--- src/rtl/mii_mon_pkg.sv ---
// Shared types and DATA_W-dependent symbol constants for the MII/RMII receive monitor.
// Symbol helpers return 4-bit values; callers truncate to DATA_W.
package mii_mon_pkg;

  typedef enum logic [1:0] {
    ST_IDLE     = 2'd0,
    ST_PREAMBLE = 2'd1,
    ST_DATA     = 2'd2,
    ST_DRAIN    = 2'd3
  } mon_state_e;

  // Low symbol of the 0x55 preamble byte.
  function automatic logic [3:0] pre_sym(input int data_w);
    return (data_w == 4) ? 4'h5 : 4'h1;
  endfunction

  // Last (high) symbol of the 0xD5 start-of-frame delimiter.
  function automatic logic [3:0] sfd_sym(input int data_w);
    return (data_w == 4) ? 4'hD : 4'h3;
  endfunction

  function automatic int sym_per_byte(input int data_w);
    return 8 / data_w;
  endfunction

endpackage

--- src/rtl/led_stretch.sv ---
// Pulse stretcher: each trig reloads an all-ones down-counter; led is high while it is non-zero.
module led_stretch #(
  parameter int STRETCH_W = 22
) (
  input  logic clk,
  input  logic rst_n,
  input  logic trig,
  output logic led
);

  logic [STRETCH_W-1:0] cnt_q;
  logic [STRETCH_W-1:0] cnt_d;

  always_comb begin
    cnt_d = cnt_q;
    if (trig) begin
      cnt_d = '1;
    end else if (cnt_q != '0) begin
      cnt_d = cnt_q - STRETCH_W'(1);
    end
  end

  // led is registered from the next count so it is high for exactly 2^STRETCH_W-1 cycles.
  always_ff @(posedge clk or negedge rst_n) begin
    if (!rst_n) begin
      cnt_q <= '0;
      led   <= 1'b0;
    end else begin
      cnt_q <= cnt_d;
      led   <= (cnt_d != '0);
    end
  end

endmodule

--- src/rtl/mii_rx_monitor.sv ---
// MII/RMII receive monitor: preamble/SFD tracking, byte assembly, frame/error counters,
// sticky line-activity bits and stretched activity/error LEDs.
module mii_rx_monitor
  import mii_mon_pkg::*;
#(
  parameter int DATA_W    = 4,
  parameter int CNT_W     = 16,
  parameter int STRETCH_W = 22
) (
  input  logic              E_RX_CLK,
  input  logic              RST_N,
  input  logic              E_RX_DV,
  input  logic [DATA_W-1:0] E_RXD,
  input  logic              E_RX_ER,
  input  logic              CLR,
  output logic [DATA_W-1:0] sticky,
  output logic [7:0]        byte_data,
  output logic              byte_valid,
  output logic              sof,
  output logic              eof,
  output logic [CNT_W-1:0]  frame_cnt,
  output logic [CNT_W-1:0]  err_cnt,
  output logic              LED_ACT,
  output logic              LED_ERR,
  output mon_state_e        state
);

  if (DATA_W != 4 && DATA_W != 2) begin : g_bad_data_w
    $error("mii_rx_monitor: DATA_W must be 4 (MII) or 2 (RMII)");
  end

  localparam logic [DATA_W-1:0] PRE_SYM  = DATA_W'(pre_sym(DATA_W));
  localparam logic [DATA_W-1:0] SFD_SYM  = DATA_W'(sfd_sym(DATA_W));
  localparam logic [1:0]        IDX_LAST = 2'(sym_per_byte(DATA_W) - 1);

  // Stage 0: registered PHY pins.
  logic              dv_q;
  logic [DATA_W-1:0] rxd_q;
  logic              er_q;

  // Stage 1: FSM and internal event strobes.
  mon_state_e state_q, state_d;
  logic [1:0] idx_q, idx_d;
  logic [7:0] shreg_q, shreg_d;
  logic [7:0] asm_byte;
  logic       byte_ev, sof_ev, eof_ev, good_ev, err_ev;
  logic       ev_byte_q, ev_sof_q, ev_eof_q, ev_good_q, ev_err_q;
  logic [7:0] ev_data_q;

  assign state = state_q;

  always_ff @(posedge E_RX_CLK or negedge RST_N) begin
    if (!RST_N) begin
      dv_q  <= 1'b0;
      rxd_q <= '0;
      er_q  <= 1'b0;
    end else begin
      dv_q  <= E_RX_DV;
      rxd_q <= E_RXD;
      er_q  <= E_RX_ER;
    end
  end

  // Symbols arrive low-first, so each new one enters at the top and shifts right.
  assign asm_byte = {rxd_q, shreg_q[7:DATA_W]};

  always_comb begin
    state_d = state_q;
    idx_d   = idx_q;
    shreg_d = shreg_q;
    byte_ev = 1'b0;
    sof_ev  = 1'b0;
    eof_ev  = 1'b0;
    good_ev = 1'b0;
    err_ev  = 1'b0;
    case (state_q)
      ST_IDLE: begin
        if (dv_q) begin
          if (rxd_q == PRE_SYM) begin
            state_d = ST_PREAMBLE;
          end else begin
            state_d = ST_DRAIN;
            err_ev  = 1'b1;
          end
        end
      end
      ST_PREAMBLE: begin
        if (!dv_q) begin
          state_d = ST_IDLE;
        end else if (er_q) begin
          state_d = ST_DRAIN;
          err_ev  = 1'b1;
        end else if (rxd_q == SFD_SYM) begin
          state_d = ST_DATA;
          sof_ev  = 1'b1;
          idx_d   = 2'd0;
        end else if (rxd_q != PRE_SYM) begin
          state_d = ST_DRAIN;
          err_ev  = 1'b1;
        end
      end
      ST_DATA: begin
        if (!dv_q) begin
          // A frame ending mid-byte (dribble) is counted as an error.
          state_d = ST_IDLE;
          eof_ev  = 1'b1;
          good_ev = (idx_q == 2'd0);
          err_ev  = (idx_q != 2'd0);
        end else if (er_q) begin
          state_d = ST_DRAIN;
          eof_ev  = 1'b1;
          err_ev  = 1'b1;
        end else begin
          shreg_d = asm_byte;
          if (idx_q == IDX_LAST) begin
            byte_ev = 1'b1;
            idx_d   = 2'd0;
          end else begin
            idx_d = idx_q + 2'd1;
          end
        end
      end
      ST_DRAIN: begin
        if (!dv_q) begin
          state_d = ST_IDLE;
        end
      end
      default: state_d = ST_IDLE;
    endcase
  end

  always_ff @(posedge E_RX_CLK or negedge RST_N) begin
    if (!RST_N) begin
      state_q   <= ST_IDLE;
      idx_q     <= 2'd0;
      shreg_q   <= '0;
      ev_byte_q <= 1'b0;
      ev_sof_q  <= 1'b0;
      ev_eof_q  <= 1'b0;
      ev_good_q <= 1'b0;
      ev_err_q  <= 1'b0;
      ev_data_q <= '0;
    end else begin
      state_q   <= state_d;
      idx_q     <= idx_d;
      shreg_q   <= shreg_d;
      ev_byte_q <= byte_ev;
      ev_sof_q  <= sof_ev;
      ev_eof_q  <= eof_ev;
      ev_good_q <= good_ev;
      ev_err_q  <= err_ev;
      if (byte_ev) begin
        ev_data_q <= asm_byte;
      end
    end
  end

  // Stage 2: outputs. byte_data is meaningful only in the cycle byte_valid is high;
  // there is no back-pressure, so a consumer must take each byte on its strobe.
  always_ff @(posedge E_RX_CLK or negedge RST_N) begin
    if (!RST_N) begin
      byte_valid <= 1'b0;
      byte_data  <= '0;
      sof        <= 1'b0;
      eof        <= 1'b0;
      frame_cnt  <= '0;
      err_cnt    <= '0;
      sticky     <= '0;
    end else begin
      byte_valid <= ev_byte_q;
      sof        <= ev_sof_q;
      eof        <= ev_eof_q;
      if (ev_byte_q) begin
        byte_data <= ev_data_q;
      end
      if (CLR) begin
        frame_cnt <= '0;
        err_cnt   <= '0;
        sticky    <= '0;
      end else begin
        if (ev_good_q && frame_cnt != '1) begin
          frame_cnt <= frame_cnt + CNT_W'(1);
        end
        if (ev_err_q && err_cnt != '1) begin
          err_cnt <= err_cnt + CNT_W'(1);
        end
        sticky <= sticky | rxd_q;
      end
    end
  end

  led_stretch #(.STRETCH_W(STRETCH_W)) u_led_act (
    .clk   (E_RX_CLK),
    .rst_n (RST_N),
    .trig  (ev_sof_q),
    .led   (LED_ACT)
  );

  led_stretch #(.STRETCH_W(STRETCH_W)) u_led_err (
    .clk   (E_RX_CLK),
    .rst_n (RST_N),
    .trig  (ev_err_q),
    .led   (LED_ERR)
  );

endmodule

--- config.mk ---
export PLATFORM = sky130hd
export DESIGN_NAME = mii_rx_monitor
export DESIGN_NICKNAME = d
export VERILOG_FILES = /design/src/rtl/mii_mon_pkg.sv /design/src/rtl/led_stretch.sv /design/src/rtl/mii_rx_monitor.sv
export SDC_FILE = /design/constraint.sdc
export NUM_CORES = 1
export LEC_CHECK = 0
export ABC_AREA = 0
export CORE_ASPECT_RATIO = 1.5
export CORE_MARGIN = 2
export CORE_UTILIZATION = 46
export CTS_CLUSTER_SIZE = 30
export DETAILED_ROUTE_END_ITERATION = 8
export GPL_TIMING_DRIVEN = 0
export HOLD_SLACK_MARGIN = 0.08
export PLACE_DENSITY = 0.66
export SLEW_MARGIN = 0
export SYNTH_ARGS = -nofsm -noshare
export SYNTH_HDL_FRONTEND = slang
export SYNTH_HIERARCHICAL = 1
export SYNTH_SLANG_ARGS = --single-unit
--- constraint.sdc ---
create_clock -name E_RX_CLK -period 3.5 [get_ports E_RX_CLK]
set_input_delay 0.7 -clock E_RX_CLK [delete_from_list [all_inputs] [get_ports E_RX_CLK]]
set_output_delay 0.7 -clock E_RX_CLK [all_outputs]
set_load 0.005 [all_outputs]
# ---- Yosys cells after proc, flatten, opt, wreduce, memory -nomap -nowiden
# Index checks and enable logic that the tools add are counted.
dict set report totals {
  mem_count 0
  latchBits 0
  elab_cells 110
  input_bits 9
  ramBits 0
  ff_bits 124
  romBits 0
  output_inout_bits 51
}
dict set report op_classes {
  n_addsub 5
  eq_ne 18
  order_cmp 0
  n_bitwise 2
  mux 47
  n_reduce_logical 15
  div_mod_pow 0
  multipliers 0
  shift 0
}
# operator count
set op_table {}
lappend op_table {{two-way mux 22 bit} 4}
lappend op_table {{nonzero test 22 bit} 4}
lappend op_table {{two-way mux 16 bit} 4}
lappend op_table {{subtractor 22 x 1 -> 22 bit, second input constant} 2}
lappend op_table {{adder 16 x 1 -> 16 bit, second input constant} 2}
lappend op_table {{inequality test 16 bit, second input constant} 2}
lappend op_table {{two-way mux 2 bit} 15}
lappend op_table {{two-way mux 1 bit} 20}
lappend op_table {{inequality test 2 bit, second input constant} 7}
lappend op_table {{one-hot mux 2 bit (4 select lines)} 1}
lappend op_table {{nonzero test 2 bit} 4}
lappend op_table {{AND reduction 6 bit} 1}
lappend op_table {{inequality test 5 bit, second input constant} 1}
lappend op_table {{== test 2 x 1 -> 1 bit, second input constant} 2}
lappend op_table {{== test 2 bit, second input constant} 2}
lappend op_table {{== test 4 x 3 -> 1 bit, second input constant} 1}
lappend op_table {{== test 4 bit, second input constant} 1}
lappend op_table {{logical NOT 2 bit} 2}
lappend op_table {{two-way mux 4 bit} 1}
lappend op_table {{inequality test 4 x 3 -> 1 bit, second input constant} 1}
lappend op_table {{bitwise OR 4 bit} 1}
lappend op_table {{one-hot mux 2 bit (2 select lines)} 1}
lappend op_table {{AND reduction 4 bit} 1}
lappend op_table {{inequality test 3 bit, second input constant} 1}
lappend op_table {{5 further kinds} 6}

# ---- Depth between registers and ports, before layout
# Gate-level depths: netlist (run 1).
dict set report logic_depth {
  word_depth 6
  ltp_mapped 10
  ltp_nobuf 9
}

# ---- By module
# Netlist (run 1), hierarchy kept.
# mod instances seq_area_each_um2 area_per_inst_um2 cells_each
set modules_own_cells {}
lappend modules_own_cells {mii_rx_monitor 1 1851.8 3355.7 303}
lappend modules_own_cells {{led_stretch at u_led_act} 1 575.6 1557.7 164}
lappend modules_own_cells {{led_stretch at u_led_err} 1 575.6 1337.5 138}

# ---- Worst setup path after synthesis (run 1)
# OpenSTA, ideal clock, no wires.
dict set report synth_path {
  path_kind {flip-flop to flip-flop}
  from {reg u_led_err.cnt_q[0]}
  to {reg u_led_err.led}
  t_arrival_ps 2611
  period_less_slack_ps 2750
  setup_slack_ps 750
  t_required_ps 3361
  setup_time_ps 139
  path_stages_with_launch 10
  n_path_buf 0
  cell_sequence {dfrtp_1 > inv_1 > ha_1 > nor4b_4 > nand3_2 > o31a_1 > or3_1 > nor4b_1 > nand3_1 > or4_1}
}
dict set report synth_via {
  elab_chain_len 4
  elab_cells_between_ends 5
  classes_between {add/sub (1); mux (2); reduce/logical (2)}
}
# element line
set synth_rtl {}
lappend synth_rtl {{start: declaration} led_stretch.sv:11} ;# logic [STRETCH_W-1:0] cnt_q;
lappend synth_rtl {{start signal: assignment} led_stretch.sv:29} ;# cnt_q <= cnt_d;
lappend synth_rtl {{subtractor 22 x 1 -> 22 bit / nonzero test 22 bit (equally long branches)} {led_stretch.sv:19, led_stretch.sv:18}}
lappend synth_rtl {{two-way mux 22 bit *} led_stretch.sv:18} ;# end else if (cnt_q != '0) begin
lappend synth_rtl {{two-way mux 22 bit *} led_stretch.sv:16} ;# if (trig) begin
lappend synth_rtl {{via u_led_err.cnt_d[20]} led_stretch.sv:12} ;# logic [STRETCH_W-1:0] cnt_d;
lappend synth_rtl {{nonzero test 22 bit *} led_stretch.sv:30} ;# led <= (cnt_d != '0);
lappend synth_rtl {{end signal: assignment} led_stretch.sv:30}
lappend synth_rtl {{end: declaration} led_stretch.sv:8} ;# output logic led
# The timed path passes the listed nets; every way through them passes the cells marked *.
# A chain may end at the register's enable or synchronous reset.

# ---- Worst setup path after layout (run 1)
# Same ends and word-level chain as after synthesis.

==> key figures, run 1 <==
Setup path
  • CP arrival: 3.55 ns
  • Startpoint class of the critical path: flop
  • CP max FO: 9
  • R2r setup slk: 0.22 ns
  • Reg2Reg Depth: 9
  • Worst Path Required: 3.77 ns
  • Kind of critical path: reg -> reg
  • Worst Setup End Kind: flop

Synthesis
  • Syn. warnings: 6
  • Cells after Synth: 605
  • Post-synthesis register bit count: 120
  • Post-Syn Area: 0.00625 mm2
  • Post-synthesis cell type count: 75
  • Syn Area/Cell: 10.3 um2
  • Ys flop type: dfrtp_1
  • EDFF count, synth: 0
  • Syn_nets: 618
  • Sequential area share after synthesis: 48.0%
  • Ys async rst share: 100%

Clock network
  • Num CTS Buffers: 17
  • Maximum root-to-sink buffer count: 2
  • Total clock sinks: 120
  • Clk Latency, worst-skew pair: 0.41 ns
  • CTS hold repair buffers: 0
  • Clock slew at reported path FFs: 0.06 ns
  • H-tree depth: 4
  • Post-CTS resize count: 0
  • CTS tree: built
  • Root buffer cell: clkbuf_16
  • Post-CTS setup buffers: 0

STA
  • Post-route clock period utilization: 93.6%
  • Final Skew: 0.00887 ns
  • Relative slew slack: 46.5%
  • Worst Tran Pin Value: 0.795 ns
  • RSZ-0062 raised after global routing: no
  • Fin crit period: 3.28 ns
  • Setup-failing EPs final: 0
  • Slew Viols, Final: 0
  • Final hold vios: 0
  • Setup TNS: 0 ns
  • Fmax: 0.305 GHz
  • WHS: 0.211 ns

Route
  • Top layer in use: met4
  • Drt pass-1 iters: 7
  • M1 wire length: 6.08 mm
  • Post-route DRC: 0
  • Starting DRT DRC Count: 290
  • WL per Instance: 16.9 um
  • Routed wire length: 14.5 mm
  • Routed vias/inst: 5.86
  • Post-route ant nets: 0
  • Total number of vias: 5027
  • Met3 Wirelength: 611 um
  • Met2 wire len: 7.56 mm

Floorplanning
  • Starting density of the core: 46.6%
  • Die boundary height: 147 um
  • Rows: 52
  • Ports: 60
  • Core area: 0.0134 mm2
  • Full die area: 0.0146 mm2
  • Die X: 99.2 um

Cells and area
  • Commonest non-fill, non-tap cells in the layout: 120 x dfrtp_1, 57 x clkdlybuf4s50_1, 55 x nor2_1
  • Most common cell after layout, fill and taps aside: dfrtp_1
  • Nets: 696
  • Share of cells above drive strength 1: 17.0%
  • Layout area overhead: 22.5%
  • Fill count: 1157
  • ANT cells: 0

Pwr
  • Worst IR Drop VDD: 0.394 mV
  • Part of the power in combinational logic: 21.7%
  • Power, Total: 4.61 mW
  • Switch Pwr: 1.42 mW
  • Clock power share: 37.9%
  • Switching power share of the total: 30.8%
  • Seq pwr share: 40.4%
  • LEAKAGE: 2.97 nW
  • PwrDens: 603 mW/mm2
  • Internal power: 3.19 mW

Flow run
  • Max cap viols: 0

GRT
  • Grt total ovfl: 0
  • Antenna violations before repair: 0
  • First-pass GRT wire length: 24.9 mm
  • Overall routing resource usage: 21.0%
  • Largest net degree at the start of global routing: 74
  • Number of global-route vias before repair: 5119

Outcome
  • Status: finished, final reports clean

Place
  • Buffers added on ports: 58
  • GPL Wtd Cong: 0.858
  • Final HPWL DP: 10.2 mm

Hold path
  • Worst Hold Class: in -> async
## path summary, 6_finish.rpt
| check | startpoint | endpoint |
|---|---|---|
| worst max register to register | u_led_err/cnt_q[0] | u_led_err/led |
| min in group E_RX_CLK | ev_byte_q | byte_valid |
| max in group asynchronous | RST_N | frame_cnt[13] |
| worst min-delay path | RST_N | u_led_err/led |
| worst min register to register | ev_byte_q | byte_valid |
| worst max-delay path | u_led_err/cnt_q[0] | u_led_err/led |
## Yosys cell counts, drive strengths merged, types with 13 or more instances
master	number	area share (%)
or2	13	1.3
or3	13	1.4
nand2b	18	1.8
nor4	21	2.5
clkbuf	13	0.78
dfrtp	120	48
mux2	36	6.5
nor3	17	1.4
nor2b	24	2.4
nand2	34	2.1
o21ai	16	1.3
nor2	55	3.3
or4	17	2.2
a21oi	35	2.8
nand4	20	2.0
## final cells by class
class / count / area, um2 / share of cell area, %
Timing Repair Buffer: 59 / 609 / 7.96
Multi-Input combinational cell: 452 / 3080 / 40.3
Clock inverter: 14 / 163 / 2.12
Clock buffer: 18 / 429 / 5.61
Sequential cell: 120 / 3000 / 39.2
Buffer: 22 / 125 / 1.63
Inverter: 11 / 41.3 / 0.539
Tap cell: 162 / 203 / 2.65
## sequential cells by signal, summed over array words and instances (netlist names), 2 cells and up
signal	flops
u_led_act/cnt_q	22
err_cnt	16
sticky	4
state	2
rxd_q	4
shreg_q	4
ev_data_q	8
idx_q	2
byte_data	8
u_led_err/cnt_q	22
frame_cnt	16
## power by group through the flow
stage | Combinational (mW) | Clock [mW] | Sequential, mW
2_1_floorplan | 0.702 | 0 | 1.83
3_3_place_gp | 0.962 | 0 | 1.87
3_5_place_dp | 0.997 | 0 | 1.88
4_1_cts | 1.00 | 1.78 | 1.86
5_1_grt | 1.11 | 1.85 | 1.90
6_report | 1.00 | 1.75 | 1.86
## critical path, stage by stage (launching register included)
cell     delay (ns)
dfrtp_1        0.41
inv_1          0.11
ha_1           0.19
nor4b_4        0.46
nand3_2        0.19
o31a_1         0.32
or3_1          0.34
nor4b_1        0.42
nand3_1        0.14
or4_1          0.55
## cells by family after synthesis
| group | Yosys count | share of synthesized area, % |
|---|---|---|
| xor gates and xnor gates | 12 | 1.68 |
| buffers and inverters | 33 | 2.66 |
| muxes | 44 | 7.77 |
| adders and majority gates | 4 | 0.801 |
| and+or+nand+nor | 283 | 27.3 |
| DFF | 120 | 48.0 |
| AOI/OAI and AO/OA | 109 | 11.8 |
## metrics by stage
stage                     setup slack [ns]  instances  instance area (um2)  util [%]
after floorplan                      0.750        605                 6250         -
after global placement               -3.01        825                 7030      52.5
after detailed placement             0.232        826                 7060      52.7
after CTS                            0.213        858                 7650      57.1
after global routing                0.0390        858                 7650      57.1
final                                0.224        858                 7650      57.1
## layer usage
layer / up-vias / global-route usage [%]
li1: 2406 / -
met1: 2459 / 25.1
met2: 134 / 36.2
met3: 28 / 5.42
met4: 0 / 7.81
met5: - / 0
Power figures use the tool's default switching activity.
==> inputs of run 2 (changes only) <==
--- a/config.mk
+++ b/config.mk
@@ -6,7 +6,6 @@
 export NUM_CORES = 1
 export LEC_CHECK = 0
 export ABC_AREA = 0
-export CORE_ASPECT_RATIO = 1.5
 export CORE_MARGIN = 2
 export CORE_UTILIZATION = 46
 export CTS_CLUSTER_SIZE = 30
==> run 2 against run 1 <==
Non-clock buffer count unchanged. Clock power about the same. Global-route usage decreased by 0.36 points. Total power increased by 0.35%. Critical endpoint unchanged. Fmax increased by 1.5%. First-iteration DRC count increased by 13%.
==> key figures, run 2 (synthesized netlist as in run 1, its figures left out) <==
Floorplanning
  • Die boundary height: 121 um
  • Full die area: 0.0145 mm2
  • Ports: 60
  • Starting density of the core: 47.2%
  • Core area: 0.0132 mm2
  • Rows: 42
  • Die X: 121 um

Clock network
  • Maximum root-to-sink buffer count: 2
  • Post-CTS setup buffers: 0
  • Clock slew at reported path FFs: 0.06 ns
  • CTS tree: built
  • Num CTS Buffers: 17
  • Clk Latency, worst-skew pair: 0.42 ns
  • Total clock sinks: 120
  • Post-CTS resize count: 0
  • H-tree depth: 4
  • Root buffer cell: clkbuf_16
  • CTS hold repair buffers: 0

STA
  • Post-route clock period utilization: 92.2%
  • RSZ-0062 raised after global routing: no
  • Fmax: 0.310 GHz
  • Final Skew: 0.0118 ns
  • Worst Tran Pin Value: 0.741 ns
  • Setup-failing EPs final: 0
  • Final hold vios: 0
  • Fin crit period: 3.23 ns
  • Relative slew slack: 50.2%
  • Setup TNS: 0 ns
  • Slew Viols, Final: 0
  • Post-route setup slack: 0.273 ns

Route
  • Drt pass-1 iters: 4
  • Routed wire length: 14.1 mm
  • Post-route DRC: 0
  • Post-route ant nets: 0
  • Total number of vias: 4969
  • Starting DRT DRC Count: 329
  • Routed vias/inst: 5.70
  • WL per Instance: 16.2 um

Setup path
  • Startpoint class of the critical path: flop
  • Worst Path Required: 3.77 ns
  • CP arrival: 3.50 ns
  • Worst Setup End Kind: flop
  • Kind of critical path: reg -> reg
  • CP max FO: 9

GRT
  • Grt total ovfl: 0
  • First-pass GRT wire length: 24.0 mm
  • Antenna violations before repair: 0
  • Largest net degree at the start of global routing: 78
  • Overall routing resource usage: 20.7%
  • Number of global-route vias before repair: 4928

Hold path
  • Worst Hold Class: in -> async

Cells and area
  • Nets: 696
  • Fill count: 1169
  • Commonest non-fill, non-tap cells in the layout: 120 x dfrtp_1, 57 x clkdlybuf4s50_1, 55 x nor2_1
  • Area of the multi-input gates: 0.00308 mm2
  • Share of cells above drive strength 1: 17.1%
  • Largest registers: u_led_act/cnt_q (22), u_led_err/cnt_q (22)
  • ANT cells: 0
  • Storage cell area: 0.00300 mm2
  • End-of-flow core utilization: 58.0%
  • Most common cell after layout, fill and taps aside: dfrtp_1
  • Layout area overhead: 23.0%

Flow run
  • Max cap viols: 0

Outcome
  • Status: finished, final reports clean

Pwr
  • Worst IR Drop VDD: 0.417 mV
  • Power, Total: 4.63 mW
  • LEAKAGE: 2.98 nW
  • PwrDens: 602 mW/mm2

Place
  • Final HPWL DP: 9.77 mm
  • Buffers added on ports: 58
  • Placement Setup Slack: 0.393 ns
  • GPL Wtd Cong: 0.902
run 2: final cells by class:
class / count / area share, %
flip-flops and latches: 120 / 39.1
plain buffers: 22 / 1.63
multi-input cells: 452 / 40.1
repair buffers: 59 / 7.93
inverters: 11 / 0.537
clock inverters: 15 / 2.34
well taps: 176 / 2.87
clock buffers: 17 / 5.53
run 2: critical path, cell delays in order, from the launching register on:
cell and delay, ns:
dfrtp_1 0.41, inv_1 0.10, ha_1 0.20, nor4b_4 0.47, nand3_2 0.20, o31a_1 0.33, or3_1 0.34, nor4b_1 0.35
nand3_1 0.14, or4_1 0.55
run 2: where the power goes:
part	internal, mW	switching, mW	total [mW]
Combinational	0.499	0.485	0.984
Sequential	1.63	0.235	1.86
Clock	1.08	0.703	1.78
Total	3.21	1.42	4.63
run 2: path summary, 6_finish.rpt:
kind                                     from       endpoint  slack [ns]  cells past startpoint
max in group asynchronous               RST_N   byte_data[7]        2.60                      2
max reg2reg                u_led_err/cnt_q[0]  u_led_err/led        0.27                      9
min reg2reg                         ev_byte_q     byte_valid        0.38                      0
max                        u_led_err/cnt_q[0]  u_led_err/led        0.27                      9
min                                     RST_N  u_led_err/led        0.21                      1
min in group E_RX_CLK               ev_byte_q     byte_valid        0.38                      0
run 2: layer usage:
metal  part of all wire (%)  global-route usage (%)  up-vias
met5                      0                       0        -
met4                   0.50                    6.25        0
met3                    4.6                    6.23        6
met2                     49                    32.7       97
met1                     46                    27.5     2466
li1                       -                       -     2400
run 2: metrics by stage:
stage	cells	hold slack, ns	instance area, um2
after global placement	839	0.356	7050
after detailed placement	840	0.363	7080
final	872	0.208	7690
after global routing	872	0.221	7690
after floorplan	605	0.331	6250
after CTS	872	0.203	7690
